==> config.mk <==
export PLATFORM = sky130hd
export DESIGN_NAME = outpkt_arbiter
export DESIGN_NICKNAME = d
export VERILOG_FILES = /design/src/rtl/outpkt_arbiter_pkg.sv /design/src/rtl/outpkt_rr_select.sv /design/src/rtl/outpkt_arbiter.sv
export SDC_FILE = /design/constraint.sdc
export NUM_CORES = 1
export LEC_CHECK = 0
export ABC_AREA = 1
export CAP_MARGIN = 15
export CELL_PAD_IN_SITES_DETAIL_PLACEMENT = 1
export CELL_PAD_IN_SITES_GLOBAL_PLACEMENT = 1
export CORE_AREA = 2 2 94 96
export CTS_CLUSTER_DIAMETER = 120
export DETAILED_ROUTE_END_ITERATION = 8
export DIE_AREA = 0 0 96 98
export HOLD_SLACK_MARGIN = 0.02
export PLACE_DENSITY = 0.75
export SYNTH_ARGS = -nofsm -noshare
export SYNTH_HDL_FRONTEND = slang
export SYNTH_SLANG_ARGS = --single-unit
==> constraint.sdc <==
create_clock -name CLK -period 1.9 [get_ports CLK]
set_input_delay 0.285 -clock CLK [delete_from_list [all_inputs] [get_ports CLK]]
set_output_delay 0.285 -clock CLK [all_outputs]
set_load 0.03 [all_outputs]
==> src/rtl/outpkt_arbiter_pkg.sv <==
// Shared definitions for the output-packet arbiter: word width, source
// indices and the arbiter state encoding.
package outpkt_arbiter_pkg;

  localparam int unsigned OUTPKT_WORD_BITS = 16;
  localparam int unsigned OUTPKT_N_SRC     = 2;

  localparam int unsigned SRC_WORD   = 0;
  localparam int unsigned SRC_STATUS = 1;

  typedef enum logic {
    ST_IDLE = 1'b0,
    ST_XFER = 1'b1
  } outpkt_state_e;

  // Index reached by stepping `step` places past `base` in a ring of n.
  function automatic int unsigned rr_wrap(input int unsigned base,
                                          input int unsigned step,
                                          input int unsigned n);
    return (base + step) % n;
  endfunction

endpackage

==> src/rtl/outpkt_rr_select.sv <==
// Combinational round-robin picker: first requester after last_grant,
// wrapping modulo N.
module outpkt_rr_select
  import outpkt_arbiter_pkg::*;
#(
  parameter int unsigned N  = OUTPKT_N_SRC,
  parameter int unsigned IW = (N > 1) ? $clog2(N) : 1
) (
  input  logic [N-1:0]  req,
  input  logic [IW-1:0] last_grant,
  output logic [IW-1:0] idx,
  output logic          valid
);

  logic [2*N-1:0] req2;
  logic [N-1:0]   rot;

  // Rotate a doubled request vector so bit 0 is the source just after last_grant.
  always_comb begin
    req2  = {req, req};
    rot   = N'(req2 >> (32'(last_grant) + 32'd1));
    idx   = '0;
    valid = 1'b0;
    for (int unsigned k = 0; k < N; k++) begin
      if (!valid && rot[k]) begin
        valid = 1'b1;
        idx   = IW'(rr_wrap(32'(last_grant), k + 1, N));
      end
    end
  end

endmodule

==> src/rtl/outpkt_arbiter.sv <==
// Round-robin, packet-granular sharing of the 16-bit output FIFO write port
// between N_SRC first-word-fall-through packet sources.
module outpkt_arbiter
  import outpkt_arbiter_pkg::*;
#(
  parameter int unsigned N_SRC         = OUTPKT_N_SRC,
  parameter int unsigned MAX_PKT_WORDS = 8 * 65536,
  parameter int unsigned CNT_MSB       = $clog2(MAX_PKT_WORDS + 1) - 1,
  localparam int unsigned GW           = $clog2(N_SRC),
  localparam int unsigned W            = OUTPKT_WORD_BITS
) (
  input  logic               CLK,
  input  logic               RST_N,
  input  logic               enable,
  input  logic [N_SRC*W-1:0] src_dout,
  input  logic [N_SRC-1:0]   src_pkt_end,
  input  logic [N_SRC-1:0]   src_empty,
  output logic [N_SRC-1:0]   src_rd_en,
  output logic [W-1:0]       dout,
  output logic               wr_en,
  input  logic               full,
  output logic               busy,
  output logic [GW-1:0]      grant_id,
  output logic [15:0]        pkt_count,
  output logic               err_pkt_overlong
);

  localparam int unsigned CW = CNT_MSB + 1;
  localparam logic [CNT_MSB:0] CNT_MAX = CW'(MAX_PKT_WORDS);

  outpkt_state_e    state_q;
  logic [GW-1:0]    grant_q;
  logic [GW-1:0]    last_grant_q;
  logic [CNT_MSB:0] word_cnt_q;
  logic [15:0]      pkt_count_q;
  logic             err_q;

  logic [N_SRC-1:0] src_req;
  logic [GW-1:0]    pick_idx;
  logic             pick_valid;

  logic [W-1:0]     head_word;
  logic             head_end;
  logic             head_empty;
  logic             xfer_go;
  logic [CNT_MSB:0] word_cnt_d;

  assign src_req = ~src_empty;

  outpkt_rr_select #(
    .N  (N_SRC),
    .IW (GW)
  ) u_rr_select (
    .req        (src_req),
    .last_grant (last_grant_q),
    .idx        (pick_idx),
    .valid      (pick_valid)
  );

  always_comb begin
    head_word  = '0;
    head_end   = 1'b0;
    head_empty = 1'b1;
    for (int unsigned i = 0; i < N_SRC; i++) begin
      if (grant_q == GW'(i)) begin
        head_word  = src_dout[i*W +: W];
        head_end   = src_pkt_end[i];
        head_empty = src_empty[i];
      end
    end
  end

  // Read and write are combinational so the head word reaches dout in the same cycle.
  always_comb begin
    xfer_go   = (state_q == ST_XFER) && !head_empty && !full;
    src_rd_en = '0;
    for (int unsigned i = 0; i < N_SRC; i++) begin
      if (grant_q == GW'(i)) src_rd_en[i] = xfer_go;
    end
    wr_en      = xfer_go;
    dout       = (state_q == ST_XFER) ? head_word : '0;
    word_cnt_d = (word_cnt_q == CNT_MAX) ? CNT_MAX : word_cnt_q + 1'b1;
  end

  always_ff @(posedge CLK or negedge RST_N) begin
    if (!RST_N) begin
      state_q      <= ST_IDLE;
      grant_q      <= '0;
      last_grant_q <= GW'(N_SRC - 1);
      word_cnt_q   <= '0;
      pkt_count_q  <= '0;
      err_q        <= 1'b0;
    end else begin
      case (state_q)
        ST_IDLE: begin
          if (enable && pick_valid) begin
            grant_q    <= pick_idx;
            word_cnt_q <= '0;
            state_q    <= ST_XFER;
          end
        end
        ST_XFER: begin
          if (xfer_go) begin
            word_cnt_q <= word_cnt_d;
            if (word_cnt_d == CNT_MAX && !head_end) err_q <= 1'b1;
            if (head_end) begin
              state_q      <= ST_IDLE;
              last_grant_q <= grant_q;
              pkt_count_q  <= pkt_count_q + 16'd1;
            end
          end
        end
        default: state_q <= ST_IDLE;
      endcase
    end
  end

  assign busy             = (state_q == ST_XFER);
  assign grant_id         = grant_q;
  assign pkt_count        = pkt_count_q;
  assign err_pkt_overlong = err_q;

endmodule
# --- Word level (Yosys, flattened, before mapping) ---
# Index checks and enable logic that the tools add are counted.
classes:
  n_addsub: 4
  eq_ne: 4
  shifts: 1
  n_mux: 18
  bitwise_logic: 2
  n_reduce_logical: 13
ops:
  columns: ["operator", "count"]
  rows:
  - ["2-to-1 mux 20 bit", 3]
  - ["== test 20 bit (second input constant)", 2]
  - ["one-hot mux 20 bit (2 select lines)", 1]
  - ["2-to-1 mux 16 bit", 2]
  - ["adder 20 x 1 -> 20 bit (second input constant)", 1]
  - ["adder 16 x 1 -> 16 bit (second input constant)", 1]
  - ["2-to-1 mux 1 bit", 11]
  - ["AND reduction 3 bit", 2]
  - ["logical AND 1 bit", 5]
  - ["logical NOT 1 bit", 4]
  - ["!= test 2 bit (second input constant)", 2]
  - ["AND reduction 2 bit", 2]
  - ["right shift 4 x 2 -> 2 bit", 1]
  - ["adder 1 x 1 -> 2 bit (second input constant)", 1]
  - ["inverter 2 bit", 1]
  - ["one-hot mux 1 bit (2 select lines)", 1]
  - ["adder 1 bit (second input constant)", 1]
  - ["inverter 1 bit", 1]
totals:
  register_bits: 40
  in_bits: 40
  out_inout_bits: 38
  wordCells: 48

# --- Longest topological paths before layout ---
# Gate-level depths: netlist (run 1).
logic_depth:
  depth_word: 9
  ltp_mapped: 13
  depth_no_buf: 13

# --- Hierarchy ---
# Synthesis (run 1) repeated with hierarchy kept, for this count alone.
hier_totals:
  hier_cells: 362
  hier_area_um2: 2621.3
by_module_without_submodules:
  columns: ["module", "n_inst", "cells_per_inst", "area_per_inst_um2", "seq_area_each_um2"]
  rows:
  - ["outpkt_arbiter", 1, 359, 2606.2, 1002.2]
  - ["outpkt_rr_select", 1, 3, 15.0, 0.0]

# --- Worst setup path after synthesis (run 1) ---
# OpenSTA, ideal clock, no wires.
synth_timing:
  kind: "reg2out"
  from: "register state_q (netlist: busy)"
  to: "output port src_rd_en[0]"
  arrival_ps: 1523
  required_ps: 1615
  setup_slack_ps: 92
  path_stages_with_launch: 6
  n_path_buf: 1
  path_cell_list: "dfrtp_1 -> inv_2 -> nor2_4 -> nand3_4 -> clkbuf_1 -> nor2_1"
synth_between:
  elab_chain_len: 3
synth_lines:
  columns: ["element", "line_no", "text"]
  rows:
  - ["from (decl)", "outpkt_arbiter.sv:31", "outpkt_state_e state_q;"]
  - ["from (signal assigned)", "outpkt_arbiter.sv:87", "state_q <= ST_IDLE;"]
  - ["from (signal assigned)", "outpkt_arbiter.sv:99", "state_q <= ST_XFER;"]
  - ["from (signal assigned)", "outpkt_arbiter.sv:107", "state_q <= ST_IDLE;"]
  - ["logical AND 1 bit (2 in a row)", "outpkt_arbiter.sv:75", "xfer_go = (state_q == ST_XFER) && !head_empty && !full;"]
  - ["2-to-1 mux 1 bit", "outpkt_arbiter.sv:78", "if (grant_q == GW'(i)) src_rd_en[i] = xfer_go;"]
  - ["to (decl)", "outpkt_arbiter.sv:18", "output logic [N_SRC-1:0] src_rd_en,"]
# No other way between the ends.

# --- Worst setup path after layout (run 1) ---
layout_timing:
  from: "register word_cnt_q[0]"
  to: "register err_q (netlist: err_pkt_overlong)"
layout_between:
  elab_chain_len: 5
  elab_cells_between_ends: 6
  classes_between: "add/sub: 1; eq/ne: 2; mux: 1; reduce/logical: 2"
layout_lines:
  columns: ["element", "line_no", "text"]
  rows:
  - ["from (decl)", "outpkt_arbiter.sv:34", "logic [CNT_MSB:0] word_cnt_q;"]
  - ["from (signal assigned)", "outpkt_arbiter.sv:104", "word_cnt_q <= word_cnt_d;"]
  - ["adder 20 x 1 -> 20 bit or == test 20 bit (tied branches)", "outpkt_arbiter.sv:82", "word_cnt_d = (word_cnt_q == CNT_MAX) ? CNT_MAX : word_cnt_q + 1'b1;"]
  - ["2-to-1 mux 20 bit *", "outpkt_arbiter.sv:82", null]
  - ["== test 20 bit *", "outpkt_arbiter.sv:105", "if (word_cnt_d == CNT_MAX && !head_end) err_q <= 1'b1;"]
  - ["logical AND 1 bit *", "outpkt_arbiter.sv:105", null]
  - ["AND reduction 3 bit (no line) *", null, null]
  - ["to (signal assigned)", "outpkt_arbiter.sv:92", "err_q <= 1'b0;"]
  - ["to (signal assigned)", "outpkt_arbiter.sv:105", null]
  - ["to (decl)", "outpkt_arbiter.sv:36", "logic err_q;"]
# Mark *: on every way between the ends. The rest lies on a longest branch, timed or not.
# A chain may end at the register's enable or synchronous reset.

==> impl_metrics.yaml, run 1 <==
sta:
  final.setup.tns_ps: 0
  clock_skew_ps: 3.42
  finalSetupViolations: 0
  grt_setup_unrepaired: "no"
  fmax_mhz: 554
  fin_ws_ps: 93.4
  maxSlewHeadroom_pct: 66.9
  period_minus_slack_ps: 1810
  min_period_over_period_pct: 95.1
  worst_pin_slew_ps: 496
  hold_violations: 0
  drv_slew: 0
  hold_ws_ps: 491
critical_path:
  worstPathMaxFanout: 6
  arrival_ps: 2020
  cpPeakStageDelay_ps: 390
  crit_family: "simple AND/OR/NAND/NOR gates"
  crit_start: "word_cnt_q[0]"
  cp.required_ps: 2120
  r2r-start: "word_cnt_q[0]"
  cp_slowest_cell: "dfrtp_1"
  worstPathBufferInverterCount: 1
  worstPathCellList: "ha_1 -> nand2_1 -> nor2_1 -> buf_4 -> nand2_1 -> xor2_1 -> nand3_1 -> nor2_2 -> nand3_1 -> o21bai_1"
  start_kind: "flop"
  end_kind: "flop"
  critical_path_class: "reg -> reg"
clock_tree:
  cts_tree: "yes"
  cts_setup_buffers: 0
  clock_path_buffers: 2
  cts_buffers: 5
  cts_root_buf: "clkbuf_8"
  clock_sinks: 40
  cts.reportedPaths.clkPinSlew_ps: 80
  h-tree-depth: 2
  clock_latency_ps: 290
cells_and_area:
  drive_gt1_share_pct: 15.9
  antennaDiodeCount: 0
  final_common_cell: "nand2_1"
  fillers: 1060
  post-route-util_pct: 45.2
  final_area_um2: 3830
  num-nets-final: 520
  instances_no_fill: 586
  final_cell_mix: "nand2_1 (92), nor2_1 (70), clkdlybuf4s50_1 (56)"
  synthToLayoutAreaGrowth_pct: 43.2
routing:
  wire_per_inst_um: 14.9
  vias: 2861
  drtIter0Drc: 76
  drt_first_pass_iters: 4
  drc: 0
  routed_wl_um: 8720
  ant_nets: 0
  vias_per_cell: 4.88
synthesis:
  synth-edff-count: 0
  avgSynthCellArea_um2: 7.04
  ys_types: 36
  async_reset_ff_share_pct: 100
  ys_seq_area_share_pct: 37.5
  syn_inst: 380
  synth-main-ff-cell: "dfrtp_1"
  ys_warn_count: 0
  synth.ff_latch_count: 40
  synth_nets: 423
  synthesis.area_um2: 2670
power:
  netSwitchingFraction_pct: 46.6
  p_switching_mw: 2.26
  p_leak_nw: 1.73
  p_seq_share_pct: 26.1
  power.density_nw_per_um2: 1270
  pwr-share-clk_pct: 17.2
  power.total_mw: 4.86
  combinationalPowerShare_pct: 56.8
  p_int_mw: 2.59
  irDropWorstVdd_uv: 675
floorplanning:
  die_h_um: 98
  start_util_pct: 31.6
  core_area_um2: 8470
  ios: 78
  dieArea_um2: 9410
  die_width_um: 96
  num_rows: 34
placement:
  place_inst: 577
  placed_cell_area_um2: 3660
  place_hpwl_um: 6890
  gp_congestion: 0.842
  port_buffers: 77
  place_ws_ps: 27.2
global_route:
  grt-ovfl-total: 0
  grt_max_degree: 20
  grt_pass1_vias: 3117
  globalRouteTotalUtil_pct: 19.8
  grt_pass1_wl_um: 14900
  antenna_found_initial: 0
job:
  cap_violations: 0
worst_hold_path:
  hp-class: "in -> async"
outcome:
  status: "finished, final reports clean"
layer usage:
layer | vias up | track usage (%) | part of all wire [%]
met3 | 8 | 3.09 | 2.4
met2 | 45 | 34.8 | 52
met5 | - | 0 | 0
met1 | 1385 | 25.4 | 45
met4 | 0 | 3.96 | 0.94
li1 | 1423 | - | -
Yosys cell counts, types with 3 or more instances:
| master | number | area [µm²] |
|---|---|---|
| clkbuf_1 | 6 | 22.5 |
| nor2_1 | 75 | 282 |
| dfrtp_1 | 39 | 976 |
| nor4_1 | 3 | 18.8 |
| xnor2_1 | 5 | 43.8 |
| nand4_1 | 9 | 56.3 |
| xor2_1 | 13 | 114 |
| o22ai_1 | 13 | 81.3 |
| nand3_1 | 27 | 135 |
| nand2_1 | 92 | 345 |
| nor2_4 | 4 | 45.0 |
| ha_1 | 3 | 37.5 |
| inv_1 | 34 | 128 |
| o21ai_0 | 28 | 140 |
power by group through the flow:
stage	Sequential (mW)	Clock, mW	Combinational [mW]
5_1_grt	1.31	0.897	3.00
4_1_cts	1.26	0.858	2.75
3_3_place_gp	1.26	0	2.68
6_report	1.27	0.835	2.76
3_5_place_dp	1.27	0	2.74
2_1_floorplan	1.40	0	1.47
registers in the layout, summed over array words and instances, names as in the netlist:
name and flops:
pkt_count 16, grant_id 1, last_grant_q 1, busy 1, err_pkt_overlong 1, word_cnt_q 20
worst paths after layout:
check / slack, ps / endpoint / depth (start not counted)
worst max-delay path: 90 / err_pkt_overlong / 10
worst min-delay path: 490 / grant_id / 2
worst max register to register: 90 / err_pkt_overlong / 10
worst min register to register: 500 / last_grant_q / 2
max in group asynchronous: 830 / word_cnt_q[4] / 3
min in group CLK: 500 / last_grant_q / 2
kinds of logic (layout without fill, tap and decap cells):
kind of cell / count (synthesis) / count (layout) / share of synthesized area, %
adder cells (fa/ha/maj): 3 / 3 / 1.40
AO/OA/AOI/OAI: 48 / 48 / 10.1
buffers and inverters: 47 / 145 / 7.21
AND/OR/NAND/NOR: 224 / 224 / 38.0
XOR/XNOR: 18 / 18 / 5.90
flip-flops: 40 / 40 / 37.5
what timing repair did:
action,in CTS,in global routing
gates resized for setup,0,12
hold endpoints to repair,16,0
hold buffers,1,0
endpoints found under the setup margin,0,4
area by class of cell:
type / instances / area [µm²] / share of cell area, %
Multi-Input combinational cell: 293 / 1500 / 39.2
Sequential cell: 40 / 1010 / 26.3
Timing Repair Buffer: 99 / 901 / 23.5
Inverter: 38 / 153 / 3.99
Tap cell: 108 / 135 / 3.53
Clock buffer: 6 / 72.6 / 1.90
Clock inverter: 2 / 60.1 / 1.57
(Power assumes the default switching activity.)
==> inputs of run 2 (changes only) <==
--- a/config.mk
+++ b/config.mk
@@ -6,7 +6,6 @@
 export NUM_CORES = 1
 export LEC_CHECK = 0
 export ABC_AREA = 1
-export CAP_MARGIN = 15
 export CELL_PAD_IN_SITES_DETAIL_PLACEMENT = 1
 export CELL_PAD_IN_SITES_GLOBAL_PLACEMENT = 1
 export CORE_AREA = 2 2 94 96
==> results of run 2 <==
No change in the layout: final DEF, timing and power equal those of run 1.
==> inputs of run 3 (changes only) <==
--- a/config.mk
+++ b/config.mk
@@ -8,10 +8,10 @@
 export ABC_AREA = 1
 export CELL_PAD_IN_SITES_DETAIL_PLACEMENT = 1
 export CELL_PAD_IN_SITES_GLOBAL_PLACEMENT = 1
-export CORE_AREA = 2 2 94 96
+export CORE_AREA = 8 8 100 102
 export CTS_CLUSTER_DIAMETER = 120
 export DETAILED_ROUTE_END_ITERATION = 8
-export DIE_AREA = 0 0 96 98
+export DIE_AREA = 0 0 108 110
 export HOLD_SLACK_MARGIN = 0.02
 export PLACE_DENSITY = 0.75
 export SYNTH_ARGS = -nofsm -noshare
==> impl_metrics.yaml, run 3 (synthesized netlist as in run 1, its figures left out) <==
sta:
  final.setup.tns_ps: 0
  fmax_mhz: 555
  period_minus_slack_ps: 1800
  hold_violations: 0
  grt_setup_unrepaired: "no"
  drv_slew: 0
  maxSlewHeadroom_pct: 64.2
  clock_skew_ps: 9.97
  min_period_over_period_pct: 94.8
  hold_ws_ps: 482
  fin_ws_ps: 99.0
  worst_pin_slew_ps: 537
  finalSetupViolations: 0
routing:
  ant_nets: 0
  drc: 0
  drt_first_pass_iters: 4
  vias: 2870
  drtIter0Drc: 68
  routed_wl_um: 9190
  vias_per_cell: 4.86
  wire_per_inst_um: 15.6
critical_path:
  cp.required_ps: 1620
  arrival_ps: 1520
  r2r-start: "word_cnt_q[0]"
  r2r_slack_ps: 150
  critical_path_class: "reg -> out"
  end_kind: "output pin"
  crit_start: "grant_id"
  start_kind: "flop"
  rr_worst_depth: 10
  worstPathMaxFanout: 6
  r2r-end: "err_pkt_overlong"
cells_and_area:
  final_cell_mix: "nand2_1 (90), nor2_1 (70), clkdlybuf4s50_1 (56)"
  largest_register_ffs: 20
  final_common_cell: "nand2_1"
  antennaDiodeCount: 0
  post-route-util_pct: 45.1
  instances_no_fill: 590
  fillers: 1077
  final_area_um2: 3820
  drive_gt1_share_pct: 16.6
  synthToLayoutAreaGrowth_pct: 42.8
  num-nets-final: 524
  top_register: "word_cnt_q"
placement:
  placed_cell_area_um2: 3690
  place_hpwl_um: 7390
  place_inst: 581
  port_buffers: 77
  gp_congestion: 0.842
  place_ws_ps: 58.8
power:
  power.total_mw: 4.69
  irDropWorstVdd_uv: 661
  p_leak_nw: 1.72
  power.density_nw_per_um2: 1230
floorplanning:
  num_rows: 34
  dieArea_um2: 11900
  die_h_um: 110
  start_util_pct: 31.6
  core_area_um2: 8470
  ios: 78
  die_width_um: 108
global_route:
  globalRouteTotalUtil_pct: 16.1
  grt-ovfl-total: 0
  grt_pass1_vias: 3097
  antenna_found_initial: 0
  grt_max_degree: 23
  grt_pass1_wl_um: 15400
clock_tree:
  clock_sinks: 40
  clock_latency_ps: 300
  clock_path_buffers: 2
  cts_buffers: 5
  cts.reportedPaths.clkPinSlew_ps: 80
  h-tree-depth: 2
  cts_root_buf: "clkbuf_8"
  cts_setup_buffers: 0
  cts_tree: "yes"
worst_hold_path:
  hold-path-cell-count: 1
  hp-class: "reg -> reg"
  hp-start: "err_pkt_overlong"
  worstHoldEndpoint: "err_pkt_overlong"
job:
  cap_violations: 0
outcome:
  status: "finished, final reports clean"
==> run 3: how the worst max path moves through the flow <==
stage / slack, ps / to
global placement: 110 / pkt_count[12]
finish: 100 / src_rd_en[1]
floorplan: 90 / src_rd_en[0]
global route: 3 / err_pkt_overlong
CTS: 50 / src_rd_en[0]
detailed placement: 60 / pkt_count[12]
==> run 3: final cells by class <==
| cell class | count | area (µm²) | area share [%] |
|---|---|---|---|
| multi-input combinational | 293 | 1500 | 39.3 |
| sequential | 40 | 1000 | 26.3 |
| timing repair buffer | 103 | 927 | 24.3 |
| inverter | 38 | 153 | 4.00 |
| tap | 108 | 135 | 3.54 |
| clock buffer | 6 | 82.6 | 2.16 |
| clock inverter | 2 | 15.0 | 0.393 |
==> run 3: power breakdown <==
part	switching (mW)	total [mW]	internal, mW
clock	0.331	0.625	0.294
combinational	1.74	2.80	1.06
sequential	0.220	1.26	1.04
==> run 3: timing repair <==
| item | CTS | global route |
|---|---|---|
| endpoints found under the hold margin | 20 | 0 |
| pin swaps | 0 | 0 |
| resized for setup | 1 | 9 |
| hold buffers | 1 | 0 |
| setup endpoints to repair | 1 | 2 |
==> run 3: layer usage <==
layer	up-vias	share of wire (%)	GRT usage, %
li1	1431	-	-
met2	47	51	29.8
met1	1379	44	18.5
met3	13	3.7	3.43
met5	-	0	0
met4	0	1.3	3.77
==> run 3: critical path: stages (launching register included) <==
cell,delay (ps)
dfrtp_2,450
buf_4,160
nand2_1,100
nand3_4,100
buf_4,160
nor2_1,90
buf_4,170
